===== config.mk =====
export PLATFORM = sky130hd
export DESIGN_NAME = jtopl_snd_i2s
export DESIGN_NICKNAME = d
export VERILOG_FILES = /design/src/rtl/jtopl_snd_i2s.sv
export SDC_FILE = /design/constraint.sdc
export NUM_CORES = 1
export LEC_CHECK = 0
export CORE_MARGIN = 5
export CORE_UTILIZATION = 27
export DETAILED_ROUTE_END_ITERATION = 6
export GPL_TIMING_DRIVEN = 0
export PLACE_DENSITY_LB_ADDON = 0.08
export SKIP_CTS_REPAIR_TIMING = 1
export SYNTH_ARGS = -nofsm -noshare
export SYNTH_HDL_FRONTEND = slang
export SYNTH_SLANG_ARGS = --single-unit

===== constraint.sdc =====
create_clock -name clk -period 3.9 [get_ports clk]
set_input_delay 0.39 -clock clk [delete_from_list [all_inputs] [get_ports clk]]
set_output_delay 0.39 -clock clk [all_outputs]
set_load 0.01 [all_outputs]

===== src/rtl/jtopl_snd_i2s.sv =====
// I2S serialiser for the FM accumulator output. It captures one signed 16-bit
// sample per FM frame into a small FIFO and sends it on both stereo channels.
module jtopl_snd_i2s #(
  parameter int DEPTH    = 4,
  parameter int BCLK_DIV = 8
) (
  input  logic                     clk,
  input  logic                     rst,
  input  logic                     cenop,
  input  logic                     zero,
  input  logic [15:0]              snd,
  output logic                     bclk,
  output logic                     lrck,
  output logic                     sdata,
  output logic [$clog2(DEPTH):0]   level,
  output logic                     overrun,
  output logic                     underrun
);

  localparam int AW = $clog2(DEPTH);
  localparam logic [AW:0] FULL_LEVEL = (AW+1)'(DEPTH);

  logic          strobe_q;
  logic [7:0]    div_cnt;
  logic [4:0]    bit_cnt;
  logic [4:0]    bit_nxt;
  logic [15:0]   held;
  logic [15:0]   held_nxt;
  logic [15:0]   mem [DEPTH];
  logic [AW-1:0] wr_ptr;
  logic [AW-1:0] rd_ptr;
  logic          div_wrap;
  logic          fall;
  logic          pop_slot;
  logic          fifo_empty;
  logic          fifo_full;
  logic          do_pop;
  logic          do_write;

  assign div_wrap   = (div_cnt == 8'(BCLK_DIV - 1));
  assign fall       = div_wrap & bclk;
  assign bit_nxt    = bit_cnt + 5'd1;
  // The new sample is loaded once the previous frame's right LSB is out (b=0).
  assign pop_slot   = fall & (bit_nxt == 5'd1);
  assign fifo_empty = (level == '0);
  assign fifo_full  = (level == FULL_LEVEL);
  assign do_pop     = pop_slot & ~fifo_empty;
  assign do_write   = strobe_q & (~fifo_full | do_pop);
  assign held_nxt   = do_pop ? mem[rd_ptr] : held;

  // Sample storage needs no reset: an entry is always written before it is read.
  always_ff @(posedge clk) begin
    if (do_write) mem[wr_ptr] <= snd;
  end

  always_ff @(posedge clk or negedge rst) begin
    if (!rst) begin
      strobe_q <= 1'b0;
      div_cnt  <= '0;
      bclk     <= 1'b0;
      bit_cnt  <= '0;
      lrck     <= 1'b0;
      sdata    <= 1'b0;
      held     <= '0;
      wr_ptr   <= '0;
      rd_ptr   <= '0;
      level    <= '0;
      overrun  <= 1'b0;
      underrun <= 1'b0;
    end else begin
      strobe_q <= cenop & zero;
      div_cnt  <= div_wrap ? '0 : div_cnt + 8'd1;
      if (div_wrap) bclk <= ~bclk;
      // One-bit I2S delay: bit (31 - old b) of {S,S}, i.e. S[15 - (old b mod 16)].
      if (fall) begin
        bit_cnt <= bit_nxt;
        lrck    <= bit_nxt[4];
        sdata   <= held_nxt[~bit_cnt[3:0]];
        held    <= held_nxt;
      end
      if (pop_slot & fifo_empty) underrun <= 1'b1;
      if (strobe_q & ~do_write)  overrun  <= 1'b1;
      if (do_write) wr_ptr <= wr_ptr + AW'(1);
      if (do_pop)   rd_ptr <= rd_ptr + AW'(1);
      case ({do_write, do_pop})
        2'b10:   level <= level + (AW+1)'(1);
        2'b01:   level <= level - (AW+1)'(1);
        default: level <= level;
      endcase
    end
  end

endmodule


After elaboration in Yosys (flattened, before gate mapping):

Memory sizes are Yosys's and may differ from the RTL's.
Index checks and enable logic that the tools add are counted.

* div/mod/pow operators: 0
* $mul: 0
* shift-type cells: 0
* $add $sub $neg: 6
* reductions and logical operators: 2
* eq/ne operators: 5
* multiplexer cells: 7
* order comparisons: 1
* bitwise gates (word level): 13

Operators with widths (number)
* 2-to-1 mux 16 bit: 1
* adder 8 x 1 -> 8 bit (second input constant): 1
* equality test 8 x 3 -> 1 bit (second input constant): 1
* 2-to-1 mux 8 bit: 1
* bitwise AND 1 bit: 7
* one-hot mux 3 bit (2 select lines): 1
* adder 5 x 1 -> 5 bit (second input constant): 1
* equality test 5 x 1 -> 1 bit (second input constant): 1
* < comparator 4 x 5 -> 1 bit (second input constant): 1
* adder 2 x 1 -> 2 bit (second input constant): 2
* binary-select mux 1 bit (select 4 bit): 1
* inverter 1 bit: 4
* inverter 4 bit: 1
* adder 3 x 1 -> 3 bit (second input constant): 1
* equality test 3 bit (second input constant): 1
* zero test 3 bit: 1
* 2-to-1 mux 1 bit: 3
* subtractor 3 x 1 -> 3 bit (second input constant): 1
* equality test 2 x 1 -> 1 bit (second input constant): 1
* equality test 2 bit (second input constant): 1
* nonzero test 2 bit: 1
* OR 1 bit: 1

* input port bits: 20
* register bits: 42
* bits in latches: 0
* logic and storage cells: 47
* bits in writable memories: 64
* memories: 1
* ROM bits: 0

Memories
* mem: depth 4, bits a word 16, read ports 1, clocked after memory_dff 0, write ports 1, line 29 `logic [15:0] mem [DEPTH];`

Logic depth before layout (Yosys ltp):

* depth after elaboration: 8
* depth in mapped cells: 15

Worst setup path after synthesis:

No wires, ideal clock.

* path type: reg-to-reg
* start: register div_cnt[0]
* end: register level[2]
* buffers on the path: 0
* arrival: 2728 ps
* setup slack: 1093 ps
* period minus slack after synthesis: 2807 ps
* stages on the path, launching flop included: 15
* cells stage by stage: dfrtp_1 ha_1 and4bb_2 and2_0 nand2_1 nor2_1 nor4b_1 nor2b_1 inv_1 ha_1 inv_1 fa_1 xor2_1 nor2_1 xor2_1

* word-level cells in the longest chain between the ends: 8
* elaborated cells on any way between the ends: 10
* those cells by class: 3 x eq/ne; 1 x mux; 5 x bitwise; 1 x reduce/logical

Ends and longest elaborated chain
* from (decl): line 24 `logic [7:0] div_cnt;`
* from (signal assigned): line 72 `div_cnt <= div_wrap ? '0 : div_cnt + 8'd1;`
* equality test 8 x 3 -> 1 bit *: line 40 `assign div_wrap = (div_cnt == 8'(BCLK_DIV - 1));`
* bitwise AND 1 bit *: line 41 `assign fall = div_wrap & bclk;`
* bitwise AND 1 bit *: line 44 `assign pop_slot = fall & (bit_nxt == 5'd1);`
* bitwise AND 1 bit *: line 47 `assign do_pop = pop_slot & ~fifo_empty;`
* OR 1 bit: line 48 `assign do_write = strobe_q & (~fifo_full | do_pop);`
* bitwise AND 1 bit: line 48
* equality test 2 x 1 -> 1 bit or equality test 2 bit (tied branches): line 85 `case ({do_write, do_pop})`
* one-hot mux 3 bit (2 select lines) or nonzero test 2 bit (tied branches)
* to (signal assigned): line 86 `2'b10: level <= level + (AW+1)'(1);`
* to (signal assigned): line 87 `2'b01: level <= level - (AW+1)'(1);`
* to (signal assigned): line 88 `default: level <= level;`
* to (decl): line 15 `output logic [$clog2(DEPTH):0] level,`

Every way passes the cells marked *; elsewhere a longest branch is shown, timed or not.
A chain may end at the register's enable or synchronous reset.

Worst setup path in the final report:

* start: register bit_cnt[0]
* end: memory mem[0][13] (enable)

* word-level cells in the longest chain between the ends: 8

Ends and longest elaborated chain
* from (decl): line 25 `logic [4:0] bit_cnt;`
* from (signal assigned): line 76 `bit_cnt <= bit_nxt;`
* adder 5 x 1 -> 5 bit: line 42 `assign bit_nxt = bit_cnt + 5'd1;`
* via bit_nxt[0]: line 26 `logic [4:0] bit_nxt;`
* equality test 5 x 1 -> 1 bit: line 44
* bitwise AND 1 bit: line 44
* bitwise AND 1 bit: line 47
* OR 1 bit: line 48
* bitwise AND 1 bit: line 48
* 2-to-1 mux 1 bit: line 53 `if (do_write) mem[wr_ptr] <= snd;`
* 2-to-1 mux 1 bit (implied by the code): line 53
* to (decl): line 29

The timed path passes the listed nets, and every way through them passes these cells.

==> metrics.txt <==
status complete, but fails checks; failing checks hold timing; critical-path cell list buf_2 -> inv_1 -> ha_1 -> o21a_1 -> nand2_1 -> nor2_1 -> nor4b_1 -> nor2b_1 -> and2_1; cell at the slowest stage of the critical path and2_1; drt total wl 8930 um; first-pass GRT wire length 14300 um; port bufs 27; non-filler instance count after layout 538; I/O Pins 28; ys flop type edfxtp_1; CORE AREA 0.0164 mm^2; DR vias/cell 4.33; RePlAce Congestion 0.700; Tcrit/Tclk final 86.9%; DRT Pass-1 Iters 4; DR WL/cell 16.6 um; leading cell types in the layout, fill and taps excluded edfxtp_1 (64), dfrtp_1 (41), clkdlybuf4s50_1 (26); initial antenna violation count 0; die area 0.0192 mm^2; row count 47; Worst VDD drop 0.271 mV; Clock Path Buffers 2; count of final setup violators 0; Final TNS setup 0 ns; share of layout cells above drive strength 1 18.9%; gr usage total 9.80%; post-synthesis sequential area ratio 66.1%; total number of vias 2332; CP Class reg -> reg; post-layout util 32.4%; vias in the first global route 2433; dpl cells 522; die width 139 um; Worst Hold Class in -> async; final slew viol count 0; RSZ-0062 raised after global routing no; Syn Inst Count 274; placed inst area 0.00502 mm^2; GRT Residual Overflow 0; Initial Utilization 27.2%; Buffers & Inverters on Critical Path 2; Slew headroom 31.8%; DRC 0; Tmin final 3.39 ns; H-tree depth 3; diodes inserted 0; most common cell after layout, fill and taps aside edfxtp_1; syn_area_per_cell 16.3 um^2; Detailed Place HPWL 5930 um; worst skew pair latency 0.35 ns; P&R area growth vs syn 19.2%; number of synthesized flops with an enable pin 64; Worst-path clk slew 0.07 ns; Max stage delay on crit path 0.88 ns; Max Freq 0.295 GHz; fin nets 342; final instance area 0.00532 mm^2; Fin Hold WS -0.00966 ns; CP arrival 3.35 ns; P per Cell Area 540 mW/mm^2; ys async rst share 39.0%; CP Max Fanout 16; post-synthesis cell area 0.00446 mm^2; clock skew 0.00852 ns; Worst Max-Slew Pin Slew 1.02 ns; Sink Count 105; Worst path top cell family by delay simple AND/OR/NAND/NOR gates; critical path launch point type flip-flop; Synth warnings 0; final hold vios 17; Critical Path RT 3.86 ns; maxcap violations 0; CTS tree yes; number of synthesized register bits 105; chip height 139 um; Mapped Nets 303; Yosys cell types 54; Post-DRT Antenna Nets 0; initial DRC count 125; largest net degree at the start of global routing 25; CTS buffer count 9; CP Capture Type flip-flop; Root Driver clkbuf_16; Leak 0.00191 uW
-- cell type report --
type | instances | area (um^2)
Fill cell | 1603 | 11100
Sequential cell | 105 | 2950
Multi-Input combinational cell | 148 | 1400
Timing Repair Buffer | 28 | 285
Tap cell | 220 | 275
Clock buffer | 11 | 233
Buffer | 11 | 73.8
Clock inverter | 5 | 65.1
Inverter | 10 | 37.5
-- path summary, 6_finish.rpt --
check                                start          to  slack (ns)  depth (start not counted)
worst max-delay path            bit_cnt[0]  mem[0][13]        0.51                          9
worst min-delay path                   rst     held[3]       -0.01                          1
worst max register to register  bit_cnt[0]  mem[0][13]        0.51                          9
worst min register to register  div_cnt[0]  div_cnt[0]        0.45                          1
max in group asynchronous              rst        bclk        3.42                          2
min in group clk                div_cnt[0]  div_cnt[0]        0.45                          1
-- power by group --
part / switching [uW] / internal (uW) / total (uW)
Clock: 408 / 506 / 914
Sequential: 69.8 / 1350 / 1420
Combinational: 260 / 277 / 536
Total: 737 / 2140 / 2870
-- metrics by stage --
stage               power (uW)  setup slack, ns
CTS                       2940            0.368
global placement          2000            0.386
finish                    2870            0.511
floorplan                 1790             1.09
global route              3040            0.173
detailed placement        2010            0.388
-- routing by layer --
| layer | vias up | wire length, um | global-route usage, % |
|---|---|---|---|
| li1 | 1120 | - | - |
| met1 | 1173 | 4310 | 13.3 |
| met2 | 32 | 4250 | 14.9 |
| met3 | 7 | 241 | 3.31 |
| met4 | 0 | 127 | 3.12 |
| met5 | - | 0 | 0 |
-- cells in the mapped netlist (2+ instances only) --
| cell | n | area share (%) |
|---|---|---|
| nor3_1 | 6 | 0.67 |
| and2_1 | 5 | 0.70 |
| xnor2_1 | 13 | 2.6 |
| o21ai_0 | 5 | 0.56 |
| edfxtp_1 | 64 | 43 |
| buf_2 | 4 | 0.45 |
| nand3_1 | 8 | 0.90 |
| xor2_1 | 4 | 0.79 |
| and3_1 | 3 | 0.42 |
| ha_1 | 8 | 2.2 |
| mux4_2 | 16 | 8.1 |
| a21o_1 | 4 | 0.67 |
| a31oi_1 | 2 | 0.28 |
| nor2b_1 | 2 | 0.28 |
| mux2_4 | 4 | 1.3 |
| mux2i_1 | 2 | 0.45 |
| nand2_1 | 16 | 1.3 |
| nand4_1 | 5 | 0.70 |
| a211oi_1 | 2 | 0.34 |
| clkbuf_1 | 4 | 0.34 |
| inv_1 | 10 | 0.84 |
| mux2_2 | 9 | 2.3 |
| dfrtp_1 | 41 | 23 |
| nor2_1 | 6 | 0.51 |
| a22oi_1 | 2 | 0.34 |
-- sequential cells by signal, indices dropped and copies added, names as in the netlist --
name,cells
bclk,1
lrck,1
rd_ptr,2
div_cnt,8
bit_cnt,4
overrun,1
underrun,1
mem,64
level,3
sdata,1
strobe_q,1
held,16
wr_ptr,2
-- cells by family after synthesis --
group	count (synthesis)	share of synthesized area (%)
AND/OR/NAND/NOR	60	7.44
buffers and inverters	21	2.50
multiplexers	31	12.1
flip-flops	105	66.1
XOR/XNOR	17	3.34
adder cells (fa/ha/maj)	9	2.69
AO/OA/AOI/OAI	31	5.78
No activity file was read; power rests on OpenSTA's default activity.
